## config.mk

```make
export PLATFORM = sky130hd
export DESIGN_NAME = dmem_sequencer
export DESIGN_NICKNAME = d
export VERILOG_FILES = /design/src/rtl/dmem_sequencer.sv
export SDC_FILE = /design/constraint.sdc
export NUM_CORES = 1
export LEC_CHECK = 0
export CAP_MARGIN = 20
export CORE_MARGIN = 4
export CORE_UTILIZATION = 40
export CTS_CLUSTER_SIZE = 12
export DETAILED_ROUTE_END_ITERATION = 7
export PLACE_DENSITY = 0.77
export SLEW_MARGIN = 25
export SYNTH_ARGS = -nofsm -noshare
export SYNTH_HDL_FRONTEND = slang
export SYNTH_SLANG_ARGS = --single-unit
```

## constraint.sdc

```tcl
create_clock -name clk -period 1.9 [get_ports clk]
set_input_delay 0.57 -clock clk [delete_from_list [all_inputs] [get_ports clk]]
set_output_delay 0.57 -clock clk [all_outputs]
set_load 0.005 [all_outputs]
```

## src/rtl/dmem_sequencer.sv

```systemverilog
// rtl/dmem_sequencer.sv - multi-cycle load/store sequencer toward a handshaked data memory
module dmem_sequencer #(
  parameter int ADDR_W  = 9,
  parameter int TIMEOUT = 15
) (
  input  logic              clk,
  input  logic              rst_n,
  input  logic              MemRead,
  input  logic              MemWrite,
  input  logic [2:0]        Funct3,
  input  logic [31:0]       Addr,
  input  logic [31:0]       WrData,
  output logic [31:0]       RdData,
  output logic              Stall,
  output logic              AccessErr,
  output logic              mem_req,
  output logic              mem_we,
  output logic [ADDR_W-1:0] mem_addr,
  output logic [3:0]        mem_be,
  output logic [31:0]       mem_wdata,
  input  logic              mem_ack,
  input  logic [31:0]       mem_rdata
);

  localparam int CNT_W = (TIMEOUT < 2) ? 1 : $clog2(TIMEOUT + 1);
  localparam logic [CNT_W-1:0] CNT_LAST = CNT_W'(TIMEOUT - 1);

  typedef enum logic [1:0] {
    IDLE = 2'd0,
    REQ  = 2'd1,
    DONE = 2'd2
  } state_t;

  state_t              state_q, state_d;
  logic                mem_req_q, mem_req_d;
  logic                mem_we_q, mem_we_d;
  logic [ADDR_W-1:0]   mem_addr_q, mem_addr_d;
  logic [3:0]          mem_be_q, mem_be_d;
  logic [31:0]         mem_wdata_q, mem_wdata_d;
  logic [31:0]         rd_data_q, rd_data_d;
  logic                err_q, err_d;
  logic [CNT_W-1:0]    cnt_q, cnt_d;
  logic [2:0]          f3_q, f3_d;
  logic [1:0]          off_q, off_d;
  logic                load_q, load_d;

  logic                access;
  logic                load_ok;
  logic                store_ok;
  logic                misalign;
  logic                illegal;
  logic [3:0]          be_new;
  logic [31:0]         wdata_new;
  logic [7:0]          byte_lane;
  logic [15:0]         half_lane;
  logic [31:0]         load_ext;
  logic [31:0]         unused_addr;

  // Upper byte-address bits fall outside the memory's word window.
  assign unused_addr = Addr;

  // Decode the access presented by the memory stage: legality, lanes, store data.
  always_comb begin
    access   = MemRead | MemWrite;
    load_ok  = (Funct3 == 3'b000) || (Funct3 == 3'b001) || (Funct3 == 3'b010) ||
               (Funct3 == 3'b100) || (Funct3 == 3'b101);
    store_ok = (Funct3 == 3'b000) || (Funct3 == 3'b001) || (Funct3 == 3'b010);
    misalign = ((Funct3[1:0] == 2'b01) && Addr[0]) ||
               ((Funct3[1:0] == 2'b10) && (Addr[1:0] != 2'b00));
    illegal  = (MemRead && MemWrite) || (MemRead && !load_ok) ||
               (MemWrite && !store_ok) || misalign;
    be_new    = 4'hF;
    wdata_new = WrData;
    case (Funct3[1:0])
      2'b00: begin
        be_new    = 4'b0001 << Addr[1:0];
        wdata_new = {4{WrData[7:0]}};
      end
      2'b01: begin
        be_new    = Addr[1] ? 4'b1100 : 4'b0011;
        wdata_new = {2{WrData[15:0]}};
      end
      default: begin
        be_new    = 4'hF;
        wdata_new = WrData;
      end
    endcase
  end

  // Pick the addressed lane out of the returned word and extend it by load type.
  always_comb begin
    case (off_q)
      2'd0:    byte_lane = mem_rdata[7:0];
      2'd1:    byte_lane = mem_rdata[15:8];
      2'd2:    byte_lane = mem_rdata[23:16];
      default: byte_lane = mem_rdata[31:24];
    endcase
    half_lane = off_q[1] ? mem_rdata[31:16] : mem_rdata[15:0];
    case (f3_q)
      3'b000:  load_ext = {{24{byte_lane[7]}}, byte_lane};
      3'b001:  load_ext = {{16{half_lane[15]}}, half_lane};
      3'b100:  load_ext = {24'h0, byte_lane};
      3'b101:  load_ext = {16'h0, half_lane};
      default: load_ext = mem_rdata;
    endcase
  end

  // Sequencer next-state and next-register logic; mem_* hold steady while in REQ.
  always_comb begin
    state_d     = state_q;
    mem_req_d   = mem_req_q;
    mem_we_d    = mem_we_q;
    mem_addr_d  = mem_addr_q;
    mem_be_d    = mem_be_q;
    mem_wdata_d = mem_wdata_q;
    rd_data_d   = rd_data_q;
    err_d       = err_q;
    cnt_d       = cnt_q;
    f3_d        = f3_q;
    off_d       = off_q;
    load_d      = load_q;
    case (state_q)
      IDLE: begin
        if (access) begin
          if (illegal) begin
            err_d     = 1'b1;
            rd_data_d = 32'h0;
            state_d   = DONE;
          end else begin
            mem_req_d   = 1'b1;
            mem_we_d    = MemWrite;
            mem_addr_d  = Addr[ADDR_W+1:2];
            mem_be_d    = be_new;
            mem_wdata_d = wdata_new;
            f3_d        = Funct3;
            off_d       = Addr[1:0];
            load_d      = MemRead;
            cnt_d       = '0;
            state_d     = REQ;
          end
        end
      end
      REQ: begin
        // An ack arriving in the final allowed cycle still completes normally.
        if (mem_ack) begin
          mem_req_d = 1'b0;
          mem_we_d  = 1'b0;
          rd_data_d = load_q ? load_ext : 32'h0;
          err_d     = 1'b0;
          state_d   = DONE;
        end else if (cnt_q == CNT_LAST) begin
          mem_req_d = 1'b0;
          mem_we_d  = 1'b0;
          rd_data_d = 32'h0;
          err_d     = 1'b1;
          state_d   = DONE;
        end else begin
          cnt_d = cnt_q + 1'b1;
        end
      end
      DONE: begin
        err_d   = 1'b0;
        cnt_d   = '0;
        state_d = IDLE;
      end
      default: begin
        state_d = IDLE;
      end
    endcase
  end

  // State and registered memory-side outputs; reset drops any request at once.
  always_ff @(posedge clk or negedge rst_n) begin
    if (!rst_n) begin
      state_q     <= IDLE;
      mem_req_q   <= 1'b0;
      mem_we_q    <= 1'b0;
      mem_addr_q  <= '0;
      mem_be_q    <= 4'h0;
      mem_wdata_q <= 32'h0;
      rd_data_q   <= 32'h0;
      err_q       <= 1'b0;
      cnt_q       <= '0;
      f3_q        <= 3'b0;
      off_q       <= 2'b0;
      load_q      <= 1'b0;
    end else begin
      state_q     <= state_d;
      mem_req_q   <= mem_req_d;
      mem_we_q    <= mem_we_d;
      mem_addr_q  <= mem_addr_d;
      mem_be_q    <= mem_be_d;
      mem_wdata_q <= mem_wdata_d;
      rd_data_q   <= rd_data_d;
      err_q       <= err_d;
      cnt_q       <= cnt_d;
      f3_q        <= f3_d;
      off_q       <= off_d;
      load_q      <= load_d;
    end
  end

  // Pipeline-facing outputs; Stall is forced low while reset is held.
  always_comb begin
    Stall     = rst_n && (((state_q == IDLE) && access) || (state_q == REQ));
    AccessErr = (state_q == DONE) && err_q;
    RdData    = rd_data_q;
    mem_req   = mem_req_q;
    mem_we    = mem_we_q;
    mem_addr  = mem_addr_q;
    mem_be    = mem_be_q;
    mem_wdata = mem_wdata_q;
  end

endmodule

```

## Word-level counts from Yosys, hierarchy flattened

Cells that the tools add are included.

| operators by class | value |
|---|---|
| add/subtract/negate cells | 1 |
| eq/ne operators | 20 |
| shift operators | 1 |
| muxes and demuxes | 35 |
| bitwise logic cells | 2 |
| reductions and logical operators | 33 |

Operator list:

| kind | number |
|---|---|
| 32-bit 2-to-1 mux | 5 |
| 32-bit case mux with 2 select lines | 2 |
| 32-bit case mux with 4 select lines | 1 |
| 8-bit case mux with 3 select lines | 1 |
| 4-bit 2-to-1 mux | 5 |
| 16-bit 2-to-1 mux | 1 |
| 3-bit equality test, second input constant | 4 |
| 4-bit case mux with 3 select lines | 1 |
| 4-bit AND reduction | 3 |
| 1-bit 2-to-1 mux | 10 |
| 2-bit inequality test, second input constant | 5 |
| 1-bit logical OR | 9 |
| 1-bit logical AND | 8 |
| 2-bit 2-to-1 mux | 4 |
| 4-bit case mux with 2 select lines | 1 |
| 2-bit by 1-bit equality test with 1-bit output, second input constant | 3 |
| 2-bit equality test, second input constant | 3 |
| 3-bit by 1-bit equality test with 1-bit output, second input constant | 2 |
| 2-bit zero test | 3 |
| 3-bit zero test | 2 |
| 5-bit AND reduction | 1 |
| 4-bit by 1-bit adder with 4-bit output, second input constant | 1 |
| 4-bit equality test, second input constant | 1 |
| 1-bit case mux with 2 select lines | 2 |
| 12 further kinds | 14 |

| word-level totals | value |
|---|---|
| bits in registers | 92 |
| input bits | 104 |
| output and inout port bits | 81 |
| logic and storage cells | 104 |

## Logic depth before layout (Yosys ltp)

| logic depth | value |
|---|---|
| depth after elaboration | 13 |
| gate-level depth with buffers | 8 |
| depth with buffers taken out | 7 |

## Least setup slack after synthesis

OpenSTA, ideal clock, no wires.

| timing | value |
|---|---|
| path type | input -> register |
| from | input Funct3[1] |
| to | register mem_wdata_q[10] (netlist: mem_wdata[10]) |
| library setup time | 0.125 ns |
| arrival | 1.672 ns |
| data required time | 1.775 ns |
| setup slack | 0.103 ns |
| stages | 4 |
| buffers on the path | 1 |
| path through | buf_6 -> nor2_1 -> mux2_2 -> mux2_2 |

| on the way | value |
|---|---|
| longest elaborated chain between the ends | 12 |
| elaborated cells between the ends (all ways) | 25 |
| classes of those cells | 6 x eq/ne; 1 x mux; 1 x bitwise; 17 x reduce/logical |

RTL lines:

| element | RTL line | source |
|---|---|---|
| start: declaration | 10 | `input logic [2:0] Funct3,` |
| 3-bit by 1-bit equality test with 1-bit output or 3-bit zero test (tied branches) | 65, 67 |  |
| 1-bit logical OR (2 in series) | 65, 67 |  |
| 1-bit logical OR | 65 | `load_ok = (Funct3 == 3'b000) \|\| (Funct3 == 3'b001) \|\| (Funct3 == 3'b010) \|\|` |
| 1-bit logical OR | 66 | `(Funct3 == 3'b100) \|\| (Funct3 == 3'b101);` |
| 1-bit zero test | 70 | `illegal = (MemRead && MemWrite) \|\| (MemRead && !load_ok) \|\|` |
| 1-bit logical AND | 70 |  |
| 1-bit logical OR (2 in series) | 70 |  |
| 1-bit logical OR | 71 | `(MemWrite && !store_ok) \|\| misalign;` |
| 1-bit NOT (no source line) | -- |  |
| 3-bit AND reduction (no source line) | -- |  |
| end signal: assignment | 193 | `mem_wdata_q <= mem_wdata_d;` |
| end: declaration | 39 | `logic [31:0] mem_wdata_q, mem_wdata_d;` |

Parallel ways exist; a longest one is shown, timed or not.
A chain may end at the register's enable or synchronous reset.

## Worst setup path after layout

| timing | value |
|---|---|
| from | register state_q[0] |
| to | register rd_data_q[17] (netlist: RdData[17]) |

| on the way | value |
|---|---|
| longest elaborated chain between the ends | 3 |
| elaborated cells between the ends (all ways) | 8 |
| classes of those cells | 4 x eq/ne; 1 x mux; 3 x reduce/logical |

RTL lines:

| element | RTL line | source |
|---|---|---|
| start: declaration | 34 | `state_t state_q, state_d;` |
| start signal: assignment | 188 | `state_q <= state_d;` |
| 2-bit by 1-bit equality test with 1-bit output or 2-bit zero test (tied branches) | 122 | `case (state_q)` |
| 3-bit inequality test (no source line), or another cell as far along | -- |  |
| 4-bit AND reduction (no source line) | -- |  |
| end signal: assignment | 194 | `rd_data_q <= rd_data_d;` |
| end: declaration | 40 | `logic [31:0] rd_data_q, rd_data_d;` |

Parallel ways exist; a longest one is shown, timed or not.

==> flow_summary.json <==
{
  "result_of_the_run": "complete, no violations",
  "synthTopCellsByArea": "sky130_fd_sc_hd__dfrtp_1, sky130_fd_sc_hd__mux2_2, sky130_fd_sc_hd__mux2i_1",
  "timing_worst_slew_pin_value_ns": 1.07,
  "max_cap_viol": 0,
  "power.density_cell_area_nw_per_um2": 1300,
  "final_number_of_hold_violating_endpoints": 0,
  "h-tree-depth": 3,
  "vias_per_cell": 5.48,
  "power.total_mw": 9.36,
  "timing.critical_path.to_type": "register",
  "place.port_buffers": 163,
  "period_needed_ns": 1.87,
  "wl_met2_um": 6950,
  "synth.cell_area_um2": 4720,
  "drt_iter0_drc": 299,
  "final_net_count": 718,
  "yosysSeqAreaShare": 0.488,
  "largest_net_degree_at_the_start_of_global_routing": 49,
  "ir_worst_vdd_uv": 858,
  "globalRoute.totalOverflow": 0,
  "critical_path_required_ns": 2.14,
  "netlist_instances": 418,
  "hold_path_class": "input pin to asynchronous set/reset pin",
  "worst_setup_hold_path_clk_slew_ns": 0.07,
  "floorplan.initialDensity": 0.412,
  "synth_area_leader_cell": "sky130_fd_sc_hd__dfrtp_1",
  "route.vias.total": 4168,
  "worst_setup_path_startpoint": "state_q[0]$_DFFE_PN0P_",
  "placedInstanceArea_um2": 6680,
  "async_reset_ff_frac": 1.00,
  "stdcell_area_um2": 7180,
  "wl_um": 14500,
  "portion_of_the_clock_cycle_consumed_by_the_worst_path_in_the_final_layout": 0.985,
  "floorplan.die.height_um": 117,
  "synth_top_area_share": 0.488,
  "die_width_um": 117,
  "fraction_of_final_layout_cells_with_drive_strength_greater_than_1": 0.248,
  "maxSlewViolCount": 0,
  "postSynth.topFlopCell": "sky130_fd_sc_hd__dfrtp_1",
  "crit_fanout": 19,
  "slew-limit-headroom": 0.286,
  "synth-edff-count": 0,
  "relative_area_change_from_synthesis_to_final_layout_pct": 52.1,
  "cts_inserted_buffers": 9,
  "cp_data_arrival_time_ns": 2.11,
  "synth_nets": 524,
  "post-route-drc-count": 0,
  "root_buffer": "sky130_fd_sc_hd__clkbuf_16",
  "placeableCoreArea_um2": 11500,
  "grt_usage": 0.218,
  "maximum_single_stage_delay_on_the_critical_path_ns": 0.39,
  "max_freq_mhz": 534,
  "yosysMostFrequentCell": "sky130_fd_sc_hd__dfrtp_1",
  "routed.top_layer": "met5",
  "yosys_register_bits": 92,
  "synth_top_cells_by_count": "sky130_fd_sc_hd__dfrtp_1, sky130_fd_sc_hd__mux2_2, sky130_fd_sc_hd__nand2_1, sky130_fd_sc_hd__inv_1, sky130_fd_sc_hd__o21ai_0",
  "detailroute.wirelength.met3_um": 1670,
  "ant_diodes": 0,
  "die_area_um2": 13600,
  "number_of_placed_i_o_pins": 185,
  "synth_warnings": 0,
  "crit_top_cell": "sky130_fd_sc_hd__buf_4",
  "synth.avg_cell_area_um2": 11.3,
  "fill_cells": 897,
  "cts_num_sinks": 92,
  "dpl.hpwl_um": 10700,
  "clk-insertion-delay-late_ns": 0.35,
  "wirelength_met1_um": 5500,
  "crit_path_top_delay_cell": "sky130_fd_sc_hd__dfrtp_1",
  "detail_route.first_pass.iterations": 4,
  "vias_in_the_first_global_route": 4375,
  "wire_per_inst_um": 19.1,
  "globalplace.congestion": 0.896,
  "ctsHoldBuffers": 0,
  "final_antenna_net_count": 0,
  "reg2reg_from": "state_q[0]$_DFFE_PN0P_",
  "grt_antenna_before_repair": 3,
  "static-leakage-power_nw": 3.22,
  "synth_cell_type_count": 51,
  "start_kind": "register",
  "cts_tree": "done",
  "ctsLongestPathBuffers": 2,
  "skew_final_ns": 0.00683,
  "r2r_setup_slack_ns": 0.03,
  "grt_first_pass_wirelength_um": 22800,
  "rr_worst_depth": 8,
  "final-setup-viol-count": 0,
  "cells_along_the_critical_path": "buf_4 -> buf_6 -> nor3b_2 -> a211oi_2 -> o31ai_2 -> buf_4 -> buf_12 -> a22o_1",
  "fin_hold_ws_ns": 0.324,
  "crit_family": "compound AO/OA/AOI/OAI gates",
  "crit_cells": 8,
  "crit_buf_inv": 4,
  "placement_rows": 39,
  "critical_path_class": "register to register",
  "worstReg2RegEnd": "RdData[17]$_DFFE_PN0P_"
}
-- report_power, final --
| part | total [mW] | internal, mW | switching (mW) |
|---|---|---|---|
| combinational | 4.32 | 2.56 | 1.76 |
| sequential | 3.15 | 2.70 | 0.455 |
| clock | 1.89 | 1.04 | 0.843 |
-- layout by cell type, fill, tap and decap left out, types with 10 or more instances in the layout --
| cell | n |
|---|---|
| sky130_fd_sc_hd__o21ai_0 | 21 |
| sky130_fd_sc_hd__nand2_1 | 33 |
| sky130_fd_sc_hd__dfrtp_1 | 91 |
| sky130_fd_sc_hd__mux2i_1 | 17 |
| sky130_fd_sc_hd__clkdlybuf4s50_1 | 149 |
| sky130_fd_sc_hd__mux2_2 | 65 |
| sky130_fd_sc_hd__nor2_1 | 10 |
| sky130_fd_sc_hd__a21o_1 | 16 |
| sky130_fd_sc_hd__a22o_1 | 17 |
| sky130_fd_sc_hd__buf_4 | 39 |
| sky130_fd_sc_hd__inv_1 | 23 |
-- routing by layer --
metal	GRT usage	vias to the layer above
met1	0.246	2012
li1	-	1910
met3	0.0943	36
met2	0.368	204
met4	0.0803	6
met5	0	-
-- state kept, by name, summed over array words and instances, names as in the netlist --
register and count:
err_q 1, state_q 2, mem_wdata 32, f3_q 3, load_q 1, mem_we 1
mem_req 1, cnt_q 4, mem_addr 9, off_q 2, mem_be 4, RdData 32
-- worst register-to-register path: cells and delay by family, from the launching register on --
kind,cells,cell delay [ns]
AOI/OAI and AO/OA,3,0.62
and+or+nand+nor,1,0.17
buffers and inverters,4,0.59
DFF,1,0.39
-- logic make-up after synthesis --
kind of cell,synth area share
AO/OA/AOI/OAI,0.169
adder cells (fa/ha/maj),0.00530
AND/OR/NAND/NOR,0.0838
buffers and inverters,0.0562
multiplexers,0.198
flip-flops,0.488
-- layout make-up --
cell class / count / area (um2) / area share
Clock buffer: 9 / 225 / 0.0314
Sequential cell: 92 / 2300 / 0.321
Clock inverter: 7 / 85.1 / 0.0119
Multi-Input combinational cell: 276 / 2240 / 0.312
Tap cell: 143 / 179 / 0.0249
Inverter: 24 / 92.6 / 0.0129
Timing Repair Buffer: 209 / 2050 / 0.286
-- how the worst max path moves through the flow --
stage,end,slack (ns)
detailed placement,RdData[22]$_DFFE_PN0P_,-0.54
global placement,Stall,-0.49
finish,RdData[17]$_DFFE_PN0P_,0.03
global route,RdData[21]$_DFFE_PN0P_,-0.02
CTS,RdData[23]$_DFFE_PN0P_,-0.005
floorplan,mem_wdata[10]$_DFFE_PN0P_,0.10
-- per-stage QoR --
step,util,instances,setup slack [ns],setup TNS [ns]
6_report,0.626,760,0.0276,0
5_1_grt,0.626,760,-0.0214,-0.143
4_1_cts,0.621,758,-0.00495,-0.00955
3_5_place_dp,0.582,735,-0.540,-44.12
3_3_place_gp,0.582,735,-0.495,-39.76
2_1_floorplan,-,418,0.103,0
-- timing repair --
item                       CTS  global route
buffers inserted             5             2
pin swaps                    3             4
setup endpoints to repair   87            74
gates cloned                 2             0
hold endpoints to repair     0             0
gates resized for setup     26            11
Note: power is estimated with default switching activity, not from simulation.
